## config.mk

```make
export PLATFORM = sky130hd
export DESIGN_NAME = crc_pause_stack_ctrl_flat
export DESIGN_NICKNAME = d
export VERILOG_FILES = /design/src/rtl/crc_pause_stack_ctrl_if.sv /design/src/rtl/crc_pause_stack_ctrl.sv /design/src/flat_wrapper.sv
export SDC_FILE = /design/constraint.sdc
export NUM_CORES = 1
export LEC_CHECK = 0
export CORE_MARGIN = 3
export CORE_UTILIZATION = 55
export CTS_CLUSTER_SIZE = 30
export DETAILED_ROUTE_END_ITERATION = 8
export PLACE_DENSITY = 0.84
export RECOVER_POWER = 100
export SYNTH_ARGS = -nofsm -noshare
export SYNTH_HDL_FRONTEND = slang
export SYNTH_SLANG_ARGS = --single-unit
```

## constraint.sdc

```tcl
create_clock -name clk -period 9.22 [get_ports clk]
set_clock_uncertainty 0.1 [all_clocks]
set_input_delay 1.383 -clock clk [delete_from_list [all_inputs] [get_ports clk]]
set_output_delay 1.383 -clock clk [all_outputs]
set_load 0.01 [all_outputs]
```

## src/rtl/crc_pause_stack_ctrl_if.sv

```systemverilog
// Request/response bundle between the fingerprint register slave, the CRC datapath and
// crc_pause_stack_ctrl. max_depth exists only when CRC_PAUSE_WATERMARK_EN is defined.
interface crc_pause_stack_ctrl_if #(
  parameter int KEY_WIDTH   = 4,
  parameter int STACK_DEPTH = 8
);
  localparam int PTR_W = $clog2(STACK_DEPTH) + 1;

  logic                    pause_req;
  logic                    unpause_req;
  logic                    fprint_enable;
  logic [KEY_WIDTH-1:0]    cur_task;
  logic [2**KEY_WIDTH-1:0] pause_mask;
  logic                    err_clr;
  logic                    pause_store;
  logic                    pause_reset;
  logic                    unpause_load;
  logic                    unpause_setfsm;
  logic [KEY_WIDTH-1:0]    restore_task;
  logic                    waitrequest;
  logic [PTR_W-1:0]        depth;
  logic                    overflow_err;
  logic                    underflow_err;
`ifdef CRC_PAUSE_WATERMARK_EN
  logic [PTR_W-1:0]        max_depth;
`endif

  modport master (
`ifdef CRC_PAUSE_WATERMARK_EN
    input  max_depth,
`endif
    output pause_req, unpause_req, fprint_enable, cur_task, pause_mask, err_clr,
    input  pause_store, pause_reset, unpause_load, unpause_setfsm, restore_task,
    input  waitrequest, depth, overflow_err, underflow_err
  );

  modport slave (
`ifdef CRC_PAUSE_WATERMARK_EN
    output max_depth,
`endif
    input  pause_req, unpause_req, fprint_enable, cur_task, pause_mask, err_clr,
    output pause_store, pause_reset, unpause_load, unpause_setfsm, restore_task,
    output waitrequest, depth, overflow_err, underflow_err
  );
endinterface

```

## src/rtl/crc_pause_stack_ctrl.sv

```systemverilog
// Nested pause/unpause sequencer for the fingerprint CRC unit with a LIFO of task keys.
// Optional macro CRC_PAUSE_WATERMARK_EN adds the max_depth high-water mark output.
module crc_pause_stack_ctrl #(
  parameter int KEY_WIDTH   = 4,
  parameter int STACK_DEPTH = 8
) (
  input logic                 clk,
  input logic                 rst,
  crc_pause_stack_ctrl_if.slave bus
);
  localparam int PTR_W = $clog2(STACK_DEPTH) + 1;
  localparam int IDX_W = $clog2(STACK_DEPTH);

  typedef enum logic [2:0] {
    IDLE     = 3'd0,
    P_STORE  = 3'd1,
    P_RESET  = 3'd2,
    P_REL    = 3'd3,
    U_LOAD   = 3'd4,
    U_SETFSM = 3'd5,
    U_REL    = 3'd6
  } state_t;

  state_t               state_reg;
  logic [PTR_W-1:0]     depth_reg;
  logic [PTR_W-1:0]     depth_next;
  logic [PTR_W-1:0]     top_ptr;
  logic [KEY_WIDTH-1:0] stack_mem [0:STACK_DEPTH-1];
  logic                 pause_store_reg, pause_reset_reg, unpause_load_reg, unpause_setfsm_reg;
  logic                 waitrequest_reg, overflow_reg, underflow_reg;
  logic                 stack_full, stack_empty;
  logic                 pause_seen, unpause_seen, push, pop_start, ovf_set, unf_set;

  assign stack_full  = (depth_reg == PTR_W'(STACK_DEPTH));
  assign stack_empty = (depth_reg == '0);
  assign top_ptr     = depth_reg - PTR_W'(1);

  assign bus.restore_task = stack_empty ? '0 : stack_mem[top_ptr[IDX_W-1:0]];

  // pause_req has priority in IDLE: a concurrent unpause is dropped without an error.
  assign pause_seen   = (state_reg == IDLE) && bus.pause_req;
  assign unpause_seen = (state_reg == IDLE) && !bus.pause_req && bus.unpause_req;
  assign push         = pause_seen && bus.fprint_enable && !stack_full;
  assign ovf_set      = pause_seen && bus.fprint_enable && stack_full;
  assign pop_start    = unpause_seen && !stack_empty && !bus.pause_mask[bus.restore_task];
  assign unf_set      = unpause_seen && stack_empty;

  always_comb begin
    depth_next = depth_reg;
    if (push)
      depth_next = depth_reg + PTR_W'(1);
    else if (state_reg == U_SETFSM)
      depth_next = depth_reg - PTR_W'(1);
  end

  // Stack contents need no reset: entries above depth are never observed.
  always_ff @(posedge clk) begin
    if (push)
      stack_mem[depth_reg[IDX_W-1:0]] <= bus.cur_task;
  end

  always_ff @(posedge clk or posedge rst) begin
    if (rst) begin
      state_reg          <= IDLE;
      depth_reg          <= '0;
      pause_store_reg    <= 1'b0;
      pause_reset_reg    <= 1'b0;
      unpause_load_reg   <= 1'b0;
      unpause_setfsm_reg <= 1'b0;
      waitrequest_reg    <= 1'b0;
      overflow_reg       <= 1'b0;
      underflow_reg      <= 1'b0;
    end else begin
      depth_reg          <= depth_next;
      pause_store_reg    <= 1'b0;
      pause_reset_reg    <= 1'b0;
      unpause_load_reg   <= 1'b0;
      unpause_setfsm_reg <= 1'b0;
      waitrequest_reg    <= 1'b0;
      overflow_reg       <= ovf_set | (overflow_reg & ~bus.err_clr);
      underflow_reg      <= unf_set | (underflow_reg & ~bus.err_clr);
      case (state_reg)
        IDLE: begin
          if (push) begin
            state_reg       <= P_STORE;
            pause_store_reg <= 1'b1;
            waitrequest_reg <= 1'b1;
          end else if (pop_start) begin
            state_reg        <= U_LOAD;
            unpause_load_reg <= 1'b1;
            waitrequest_reg  <= 1'b1;
          end
        end
        P_STORE: begin
          state_reg       <= P_RESET;
          pause_reset_reg <= 1'b1;
          waitrequest_reg <= 1'b1;
        end
        P_RESET: begin
          state_reg       <= P_REL;
          waitrequest_reg <= 1'b1;
        end
        U_LOAD: begin
          state_reg          <= U_SETFSM;
          unpause_setfsm_reg <= 1'b1;
          waitrequest_reg    <= 1'b1;
        end
        U_SETFSM: begin
          state_reg       <= U_REL;
          waitrequest_reg <= 1'b1;
        end
        default: state_reg <= IDLE;
      endcase
    end
  end

  assign bus.pause_store    = pause_store_reg;
  assign bus.pause_reset    = pause_reset_reg;
  assign bus.unpause_load   = unpause_load_reg;
  assign bus.unpause_setfsm = unpause_setfsm_reg;
  assign bus.waitrequest    = waitrequest_reg;
  assign bus.depth          = depth_reg;
  assign bus.overflow_err   = overflow_reg;
  assign bus.underflow_err  = underflow_reg;

`ifdef CRC_PAUSE_WATERMARK_EN
  logic [PTR_W-1:0] max_depth_reg;

  // err_clr restarts the mark from the occupancy being written this cycle.
  always_ff @(posedge clk or posedge rst) begin
    if (rst)
      max_depth_reg <= '0;
    else if (bus.err_clr)
      max_depth_reg <= depth_next;
    else if (push && (depth_next > max_depth_reg))
      max_depth_reg <= depth_next;
  end

  assign bus.max_depth = max_depth_reg;
`endif
endmodule

```

## src/flat_wrapper.sv

```systemverilog
// flat-port wrapper written by rule: the top's interface ports become plain ports
module crc_pause_stack_ctrl_flat 
#(
  parameter int KEY_WIDTH   = 4,
  parameter int STACK_DEPTH = 8
)
  (clk, rst, bus_pause_req, bus_unpause_req, bus_fprint_enable, bus_cur_task, bus_pause_mask, bus_err_clr, bus_pause_store, bus_pause_reset, bus_unpause_load, bus_unpause_setfsm, bus_restore_task, bus_waitrequest, bus_depth, bus_overflow_err, bus_underflow_err);
  crc_pause_stack_ctrl_if #(.KEY_WIDTH(KEY_WIDTH), .STACK_DEPTH(STACK_DEPTH)) bus_i ();
  input logic clk;
  input logic rst;
  input wire logic [$bits(bus_i.pause_req)-1:0] bus_pause_req;
  input wire logic [$bits(bus_i.unpause_req)-1:0] bus_unpause_req;
  input wire logic [$bits(bus_i.fprint_enable)-1:0] bus_fprint_enable;
  input wire logic [$bits(bus_i.cur_task)-1:0] bus_cur_task;
  input wire logic [$bits(bus_i.pause_mask)-1:0] bus_pause_mask;
  input wire logic [$bits(bus_i.err_clr)-1:0] bus_err_clr;
  output wire logic [$bits(bus_i.pause_store)-1:0] bus_pause_store;
  output wire logic [$bits(bus_i.pause_reset)-1:0] bus_pause_reset;
  output wire logic [$bits(bus_i.unpause_load)-1:0] bus_unpause_load;
  output wire logic [$bits(bus_i.unpause_setfsm)-1:0] bus_unpause_setfsm;
  output wire logic [$bits(bus_i.restore_task)-1:0] bus_restore_task;
  output wire logic [$bits(bus_i.waitrequest)-1:0] bus_waitrequest;
  output wire logic [$bits(bus_i.depth)-1:0] bus_depth;
  output wire logic [$bits(bus_i.overflow_err)-1:0] bus_overflow_err;
  output wire logic [$bits(bus_i.underflow_err)-1:0] bus_underflow_err;
  assign bus_i.pause_req = bus_pause_req;
  assign bus_i.unpause_req = bus_unpause_req;
  assign bus_i.fprint_enable = bus_fprint_enable;
  assign bus_i.cur_task = bus_cur_task;
  assign bus_i.pause_mask = bus_pause_mask;
  assign bus_i.err_clr = bus_err_clr;
  assign bus_pause_store = bus_i.pause_store;
  assign bus_pause_reset = bus_i.pause_reset;
  assign bus_unpause_load = bus_i.unpause_load;
  assign bus_unpause_setfsm = bus_i.unpause_setfsm;
  assign bus_restore_task = bus_i.restore_task;
  assign bus_waitrequest = bus_i.waitrequest;
  assign bus_depth = bus_i.depth;
  assign bus_overflow_err = bus_i.overflow_err;
  assign bus_underflow_err = bus_i.underflow_err;
  crc_pause_stack_ctrl #(.KEY_WIDTH(KEY_WIDTH), .STACK_DEPTH(STACK_DEPTH)) u_core (.clk(clk), .rst(rst), .bus(bus_i));
endmodule
```

==> flow_metrics.tcl, run 1 <==
set metrics [dict create \
    wl_per_cell_um 17.0 \
    routed-via-count 1411 \
    area_delta_synth_final_pct 24.1 \
    power_frac_comb_pct 49.9 \
    route.met3.wl_um 247 \
    grt_pass1_wl_mm 6.55 \
    slew_viol_final 0 \
    hpwl_mm 3.21 \
    power_leakage_nw 1.02 \
    grt_overflow_total 0 \
    met2_length_mm 2.26 \
    async_flop_share_pct 30.4 \
    layout_commonest_cell "edfxtp_1" \
    grt_use_total_pct 20.0 \
    post_cts_resize_count 0 \
    p_sw_share_pct 37.0 \
    critPathMaxStageDelay_ns 0.75 \
    rsz0062_at_grt "no" \
    clkTransAtPathRegs_ns 0.08 \
    max_freq_mhz 207 \
    start_util_pct 57.9 \
    ys_seq_area_share_pct 60.9 \
    placed_cells 239 \
    pwr-share-clk_pct 16.1 \
    synth_cell_type_count 39 \
    synth_cells 157 \
    drc 0 \
    ys_ff_latch 46 \
    criticalPathCategory "reg2out" \
    setup_ws_ns 4.39 \
    wl_met1_mm 1.57 \
    fin_hold_ws_ns 0.419 \
    die_height_um 68.6 \
    power.total_uw 865 \
    routed_wl_mm 4.18 \
    arrival_ns 3.35 \
    clock-sinks 46 \
    top_layer "met4" \
    die_area_mm2 0.00470 \
    vias_per_cell 5.74 \
    largest_reg_flops 32 \
    numCtsBuffers 5 \
    ys_warn_count 0 \
    tns_ns 0 \
    drive_above_1_share_pct 7.07 \
    port_buffers 40 \
    maxCapViolCount 0 \
    worst_pin_slew_ns 0.883 \
    finalCriticalPeriod_ns 4.83 \
    crit_fanout 16 \
    place_ws_ns 4.80 \
    clock_path_buffers 2 \
    cts_hold_buf 0 \
    post-cts-setup-buffers 0 \
    finalSetupViolCount 0 \
    cp-start-kind "flop" \
    htree_levels 2 \
    crit_chain "inv_1 -> ha_1 -> mux2i_1 -> mux2_2 -> o22a_1 -> inv_1 -> dlygate4sd3_1" \
    ir_worst_vdd_uv 194 \
    status "complete, no violations" \
    diodes 0 \
    nFillCells 260 \
    synth_area_mm2 0.00215 \
    synth_fp_nets 185 \
    core_area_mm2 0.00372 \
    grt_antenna_before_repair 0 \
    p_per_area_mw_per_mm2 324 \
    initialDrtViolationCount 100 \
    grt_max_degree 17 \
    avgSynthCellArea_um2 13.7 \
    critical_path.top_delay_family "buffers and inverters" \
    die_w_um 68.6 \
    clockRootBuffer "clkbuf_8" \
    crit_slowest_cell "dfrtp_1" \
    synth-main-ff-cell "edfxtp_1" \
    synth_edf_count 32 \
    p_int_uw 545 \
    ant_nets 0 \
    gp_congestion 0.821 \
    tritoncts "built" \
    pwr-share-seq_pct 34.0 \
    ios 41 \
    hold_violations 0 \
    required_ns 7.74 \
    crit_path_end_kind "primary output" \
    switching_power_uw 320 \
    cpMostUsedCell "inv_1" \
    path_buf_inv 3 \
    finalCritPeriodShare_pct 52.4 \
    insertion_delay_ns 0.29 \
    hold_path.class "reg2reg" \
    final_cell_mix "32 x edfxtp_1, 21 x dlygate4sd3_1, 19 x clkdlybuf4s50_1, 15 x nand2_1, 14 x dfrtp_1" \
    stdcell_count 246 \
    slew_headroom_pct 40.6 \
    rows 22 \
    grt_pass1_vias 1354 \
    fin_nets 226 \
    drt_pass1_iterations 4 \
]
path summary, 6_finish.rpt:
| check | from | endpoint | slack [ns] | cells after the start |
|---|---|---|---|---|
| max in group asynchronous | rst | u_core.bus.depth[3] | 7.23 | 2 |
| setup / recovery | u_core.bus.depth[0] | bus_restore_task[0] | 4.39 | 7 |
| setup reg to reg | u_core.bus.depth[0] | u_core.state_reg[2] | 5.56 | 8 |
| min in group asynchronous | rst | u_core.bus.waitrequest | 1.45 | 2 |
| hold reg to reg | u_core.state_reg[0] | u_core.bus.unpause_setfsm | 0.42 | 1 |
| hold / removal | u_core.state_reg[0] | u_core.bus.unpause_setfsm | 0.42 | 1 |
area by class of cell:
type,count,area [um2],area share [%]
clock buffer,5,68.8,2.57
clock inverter,2,33.8,1.26
inverter,7,26.3,0.983
multi-input combinational,98,772,28.9
sequential,46,1310,49.1
tap,48,60.1,2.25
timing repair buffer,40,400,15.0
power by group through the flow:
stage / Combinational (mW) / Sequential (mW) / Clock, mW
finish: 0.431 / 0.294 / 0.139
CTS: 0.461 / 0.295 / 0.143
detailed placement: 0.457 / 0.300 / 0
global route: 0.475 / 0.302 / 0.153
global placement: 0.444 / 0.296 / 0
floorplan: 0.331 / 0.283 / 0
worst register-to-register path: cells and delay by family, from the launching register on:
family	cells	cell delay, ns
AO/OA/AOI/OAI	3	0.83
adder cells (fa/ha/maj)	1	0.65
buffers and inverters	1	0.20
flip-flops	1	0.75
multiplexers	3	1.03
cell usage after synthesis (3+ instances only):
master | n | area [um2]
nor3_1 | 7 | 35.0
nand3_1 | 5 | 25.0
clkbuf_1 | 3 | 11.3
nor2b_1 | 3 | 18.8
xnor2_1 | 5 | 43.8
nand2_1 | 15 | 56.3
mux4_1 | 4 | 105
o21ai_0 | 10 | 50.1
mux2i_1 | 4 | 40.0
a21oi_1 | 3 | 15.0
edfxtp_1 | 32 | 961
dfrtp_1 | 14 | 350
nor2_1 | 7 | 26.3
o31ai_1 | 3 | 22.5
mux4_2 | 5 | 113
inv_1 | 7 | 26.3
metrics by stage:
| step | area, um2 | util [%] |
|---|---|---|
| 4_1_cts | 2680 | 72.2 |
| 6_report | 2670 | 71.9 |
| 2_1_floorplan | 2150 | - |
| 5_1_grt | 2670 | 71.9 |
| 3_5_place_dp | 2580 | 69.4 |
| 3_3_place_gp | 2580 | 69.4 |
cell families after synthesis:
kind of cell,count (synthesis),synth area share (%)
AND/OR/NAND/NOR,48,11.0
adder cells (fa/ha/maj),2,1.16
multiplexers,15,13.0
XOR/XNOR,6,2.44
flip-flops,46,60.9
AO/OA/AOI/OAI,27,8.60
buffers and inverters,13,2.85
metal layers:
metal  up-vias  global-route usage, %
met2        42                   34.4
met1       685                   23.8
met5         -                      0
met3         9                   5.19
li1        675                      -
met4         0                   8.19
(Power assumes the default switching activity.)
==> run 2: changes to the inputs <==
--- a/config.mk
+++ b/config.mk
@@ -6,10 +6,10 @@
 export NUM_CORES = 1
 export LEC_CHECK = 0
 export CORE_MARGIN = 3
-export CORE_UTILIZATION = 55
+export CORE_UTILIZATION = 46
 export CTS_CLUSTER_SIZE = 30
 export DETAILED_ROUTE_END_ITERATION = 8
-export PLACE_DENSITY = 0.84
+export PLACE_DENSITY = 0.75
 export RECOVER_POWER = 100
 export SYNTH_ARGS = -nofsm -noshare
 export SYNTH_HDL_FRONTEND = slang
==> constraint.sdc (replaced) <==
create_clock -name clk -period 4.4 [get_ports clk]
set_clock_uncertainty 0.1 [all_clocks]
set_input_delay 0.66 -clock clk [delete_from_list [all_inputs] [get_ports clk]]
set_output_delay 0.66 -clock clk [all_outputs]
set_load 0.01 [all_outputs]
==> flow_metrics.tcl, run 2 (synthesis results as in run 1) <==
set metrics [dict create \
    criticalPathCategory "reg2out" \
    tns_ns 0 \
    insertion_delay_ns 0.30 \
    diodes 0 \
    cts_hold_buf 0 \
    finalCritPeriodShare_pct 93.1 \
    slew_viol_final 0 \
    clock_path_buffers 2 \
    critical_path.top_delay_family "buffers and inverters" \
    die_height_um 74.4 \
    crit_chain "inv_1 -> ha_1 -> mux2i_1 -> mux2_2 -> o22a_1 -> inv_1 -> clkdlybuf4s50_1" \
    grt_use_total_pct 17.4 \
    die_area_mm2 0.00554 \
    routed-via-count 1430 \
    rows 24 \
    die_w_um 74.4 \
    maxCapViolCount 0 \
    p_per_area_mw_per_mm2 673 \
    power_leakage_nw 1.01 \
    fin_hold_ws_ns 0.399 \
    final_area_mm2 0.00266 \
    cp-start-kind "flop" \
    worst_pin_slew_ns 0.938 \
    utilization_pct 59.9 \
    crit_fanout 16 \
    grt_antenna_before_repair 0 \
    gp_congestion 0.813 \
    ant_nets 0 \
    area_delta_synth_final_pct 23.5 \
    grt_max_degree 17 \
    finalSetupViolCount 0 \
    core_area_mm2 0.00444 \
    fin_nets 226 \
    drt_pass1_iterations 4 \
    ios 41 \
    critPathMaxStageDelay_ns 0.77 \
    pwr-share-seq_pct 34.5 \
    place_area_mm2 0.00258 \
    clockRootBuffer "clkbuf_8" \
    clock-sinks 46 \
    p_int_mw 1.09 \
    hold_path.class "reg2reg" \
    cpMostUsedCell "inv_1" \
    switching_power_uw 699 \
    finalCriticalPeriod_ns 4.10 \
    final_cell_mix "32 x edfxtp_1, 21 x clkdlybuf4s50_1, 19 x dlygate4sd3_1, 15 x nand2_1, 14 x dfrtp_1" \
    start_util_pct 48.5 \
    required_ns 3.64 \
    post_cts_resize_count 0 \
    clkTransAtPathRegs_ns 0.09 \
    grt_pass1_vias 1433 \
    hpwl_mm 3.35 \
    power_frac_comb_pct 51.6 \
    nFillCells 340 \
    slew_headroom_pct 36.9 \
    rsz0062_at_grt "no" \
    routed_wl_mm 4.54 \
    pwr-share-clk_pct 13.9 \
    crit_slowest_cell "dfrtp_1" \
    path_buf_inv 3 \
    numCtsBuffers 5 \
    tritoncts "built" \
    drive_above_1_share_pct 7.04 \
    htree_levels 2 \
    crit_path_end_kind "primary output" \
    port_buffers 40 \
    status "complete, no violations" \
    initialDrtViolationCount 138 \
    post-cts-setup-buffers 0 \
    grt_overflow_total 0 \
    drc 0 \
    power.total_mw 1.79 \
    arrival_ns 3.34 \
    max_freq_mhz 244 \
    layout_commonest_cell "edfxtp_1" \
    wl_per_cell_um 18.1 \
    ir_worst_vdd_uv 261 \
    vias_per_cell 5.70 \
    hold_violations 0 \
    p_sw_share_pct 39.0 \
    largest_reg_flops 32 \
    grt_pass1_wl_mm 7.00 \
]
==> run 2: layout make-up <==
cell class	count	area (um2)	share of cell area [%]
sequential	46	1310	49.3
multi-input combinational	98	772	29.0
timing repair buffer	40	400	15.1
clock buffer	5	68.8	2.59
tap	52	65.1	2.45
inverter	7	26.3	0.988
clock inverter	3	16.3	0.611
==> run 2: power groups by stage <==
stage / registers, mW / clock network, mW / logic, mW
final: 0.618 / 0.249 / 0.924
after global routing: 0.629 / 0.273 / 1.00
after CTS: 0.619 / 0.255 / 0.973
after detailed placement: 0.629 / 0 / 0.968
after global placement: 0.622 / 0 / 0.936
after floorplan: 0.593 / 0 / 0.694
==> run 2: worst paths after layout <==
kind	end	start	depth (start not counted)	slack [ns]
setup / recovery	bus_restore_task[0]	u_core.bus.depth[0]	7	0.30
hold / removal	u_core.bus.unpause_setfsm	u_core.state_reg[0]	1	0.40
setup reg to reg	u_core.state_reg[2]	u_core.bus.depth[0]	8	0.72
hold reg to reg	u_core.bus.unpause_setfsm	u_core.state_reg[0]	1	0.40
max in group asynchronous	u_core.bus.pause_store	rst	2	3.12
min in group asynchronous	u_core.bus.overflow_err	rst	2	0.73
==> run 2: stage by stage <==
step,cells,worst slack (ns)
after floorplan,157,1.23
after global routing,251,0.101
final,251,0.302
after detailed placement,243,0.692
after CTS,251,0.345
after global placement,243,0.851
==> run 2: per-layer routing <==
metal	part of all wire, %	up-vias	GRT usage, %	wire length (um)
li1	-	674	-	-
met1	44	678	22.4	1980
met2	46	67	27.0	2070
met3	8.3	11	5.95	378
met4	2.4	0	7.31	107
met5	0	-	0	0
==> run 3: changes to the inputs <==
--- a/config.mk
+++ b/config.mk
@@ -5,8 +5,9 @@
 export SDC_FILE = /design/constraint.sdc
 export NUM_CORES = 1
 export LEC_CHECK = 0
+export ABC_AREA = 1
 export CORE_MARGIN = 3
-export CORE_UTILIZATION = 46
+export CORE_UTILIZATION = 47
 export CTS_CLUSTER_SIZE = 30
 export DETAILED_ROUTE_END_ITERATION = 8
 export PLACE_DENSITY = 0.75
==> flow_metrics.tcl, run 3 <==
set metrics [dict create \
    synth-main-ff-cell "edfxtp_1" \
    ios 41 \
    ant_nets 0 \
    clockRootBuffer "clkbuf_8" \
    ff_latch_area_mm2 0.00131 \
    rsz0062_at_grt "no" \
    grt_pass1_wl_mm 7.16 \
    synth.most_common_cell "inv_1" \
    ys_ff_latch 46 \
    insertion_delay_ns 0.30 \
    crit_path_end_kind "primary output" \
    start_util_pct 50.3 \
    status "complete, no violations" \
    fin_nets 297 \
    clkTransAtPathRegs_ns 0.08 \
    initialDrtViolationCount 49 \
    routed_wl_mm 4.59 \
    crit_fanout 21 \
    drt_pass1_iterations 4 \
    diodes 0 \
    top_layer "met4" \
    synth_fp_nets 255 \
    routed-via-count 1685 \
    p_per_area_mw_per_mm2 709 \
    final_cell_mix "35 x inv_1, 32 x edfxtp_1, 31 x nand2_1, 30 x nor2_1, 22 x nand3_1" \
    wl_per_cell_um 13.7 \
    multi_input_area_um2 739 \
    maxCapViolCount 0 \
    layout_commonest_cell "inv_1" \
    drc 0 \
    hpwl_mm 3.56 \
    wl_met1_mm 2.02 \
    grt_pass1_vias 1534 \
    cp-start-kind "flop" \
    avgSynthCellArea_um2 10.1 \
    grt_use_total_pct 17.1 \
    vias_per_cell 5.03 \
    cts_hold_buf 0 \
    ys_warn_count 0 \
    numCtsBuffers 5 \
    slew_viol_final 0 \
    core_area_mm2 0.00453 \
    finalCriticalPeriod_ns 3.67 \
    met2_length_mm 2.10 \
    worst_pin_slew_ns 0.646 \
    required_ns 3.64 \
    synth_cells 227 \
    fin_hold_ws_ns 0.425 \
    die_w_um 75.7 \
    hold_path.class "reg2reg" \
    synth_commonest_cells "34 x inv_1, 32 x edfxtp_1, 31 x nand2_1" \
    largest_reg_flops 32 \
    finalSetupViolCount 0 \
    rows 24 \
    synth_cell_type_count 32 \
    route.met3.wl_um 358 \
    synth_edf_count 32 \
    slew_headroom_pct 56.8 \
    ys_seq_area_share_pct 57.5 \
    criticalPathCategory "reg2out" \
    die_height_um 75.7 \
    arrival_ns 2.91 \
    grt_overflow_total 0 \
    clock-sinks 46 \
    synth_area_leaders "edfxtp_1 42%, dfrtp_1 15%, inv_1 5.6%" \
    yosysTopAreaCell "edfxtp_1" \
    tns_ns 0 \
    area_delta_synth_final_pct 22.5 \
    power_leakage_nw 1.17 \
    post-cts-setup-buffers 0 \
    clock_path_buffers 2 \
    post_cts_resize_count 0 \
    tritoncts "built" \
    nFillCells 362 \
    port_buffers 40 \
    max_freq_mhz 273 \
    grt_antenna_before_repair 0 \
    synth_area_mm2 0.00228 \
    grt_max_degree 22 \
    gp_congestion 1.07 \
    ir_worst_vdd_uv 346 \
    die_area_mm2 0.00573 \
    synth_top_cell_area_share_pct 42.1 \
    drive_above_1_share_pct 7.04 \
    hold_violations 0 \
    async_flop_share_pct 30.4 \
    finalCritPeriodShare_pct 83.4 \
    htree_levels 2 \
]
==> run 3: cell count changes after synthesis, moves of 5 or more <==
cell / delta
inv_1: +27
mux4_2: -5
nand2_1: +16
nand3_1: +14
nand3_2: +5
nand4_1: +7
nor2_1: +21
xnor2_1: -5
==> run 3: final timing paths <==
check	endpoint	cells past startpoint	slack, ns	from
setup / recovery	bus_restore_task[1]	10	0.73	u_core.bus.depth[0]
hold / removal	u_core.bus.unpause_setfsm	1	0.42	u_core.state_reg[0]
setup reg to reg	u_core.bus.depth[3]	10	1.52	u_core.bus.depth[0]
hold reg to reg	u_core.bus.unpause_setfsm	1	0.42	u_core.state_reg[0]
max in group asynchronous	u_core.bus.pause_store	2	3.13	rst
min in group asynchronous	u_core.state_reg[2]	2	0.73	rst
==> run 3: cell type report <==
class,count,share of cell area (%)
inverter,37,5.06
clock inverter,3,1.61
multi-input combinational,138,26.5
timing repair buffer,41,14.6
clock buffer,5,2.46
sequential,46,46.9
tap,65,2.91
==> run 3: logic make-up after synthesis <==
logic type | count (synthesis) | synth area share (%)
xor gates and xnor gates | 4 | 2.19
AOI/OAI and AO/OA | 28 | 7.07
buffers and inverters | 43 | 8.72
DFF | 46 | 57.5
adders and majority gates | 2 | 1.10
and+or+nand+nor | 104 | 23.5
==> run 3: per-stage QoR <==
step | total power, mW | std cells | worst slack [ns] | cell area, um2 | utilization, %
after floorplan | 1.44 | 227 | 1.87 | 2280 | -
after global placement | 1.75 | 327 | 1.28 | 2710 | 59.9
after detailed placement | 1.76 | 327 | 1.20 | 2710 | 59.9
after CTS | 2.07 | 335 | 0.888 | 2830 | 62.4
after global routing | 2.16 | 335 | 0.441 | 2800 | 61.6
final | 1.98 | 335 | 0.731 | 2800 | 61.6
==> run 3: per-layer routing <==
| metal | track usage [%] | vias up |
|---|---|---|
| li1 | - | 846 |
| met1 | 22.0 | 754 |
| met2 | 26.9 | 72 |
| met3 | 4.62 | 13 |
| met4 | 8.16 | 0 |
| met5 | 0 | - |
==> run 3: worst max-delay path, stage by stage, from the launching register on <==
cell,delay (ns)
dfrtp_1,0.33
buf_4,0.22
inv_4,0.12
ha_1,0.48
inv_1,0.17
nor2_1,0.12
o21ai_0,0.10
nand3_1,0.11
nand3_1,0.14
inv_1,0.18
dlygate4sd3_1,0.63
==> run 3: report_power, final <==
group | switching, mW | total, mW | internal (mW)
clock network | 0.133 | 0.301 | 0.169
logic | 0.673 | 1.11 | 0.439
registers | 0.0461 | 0.569 | 0.523
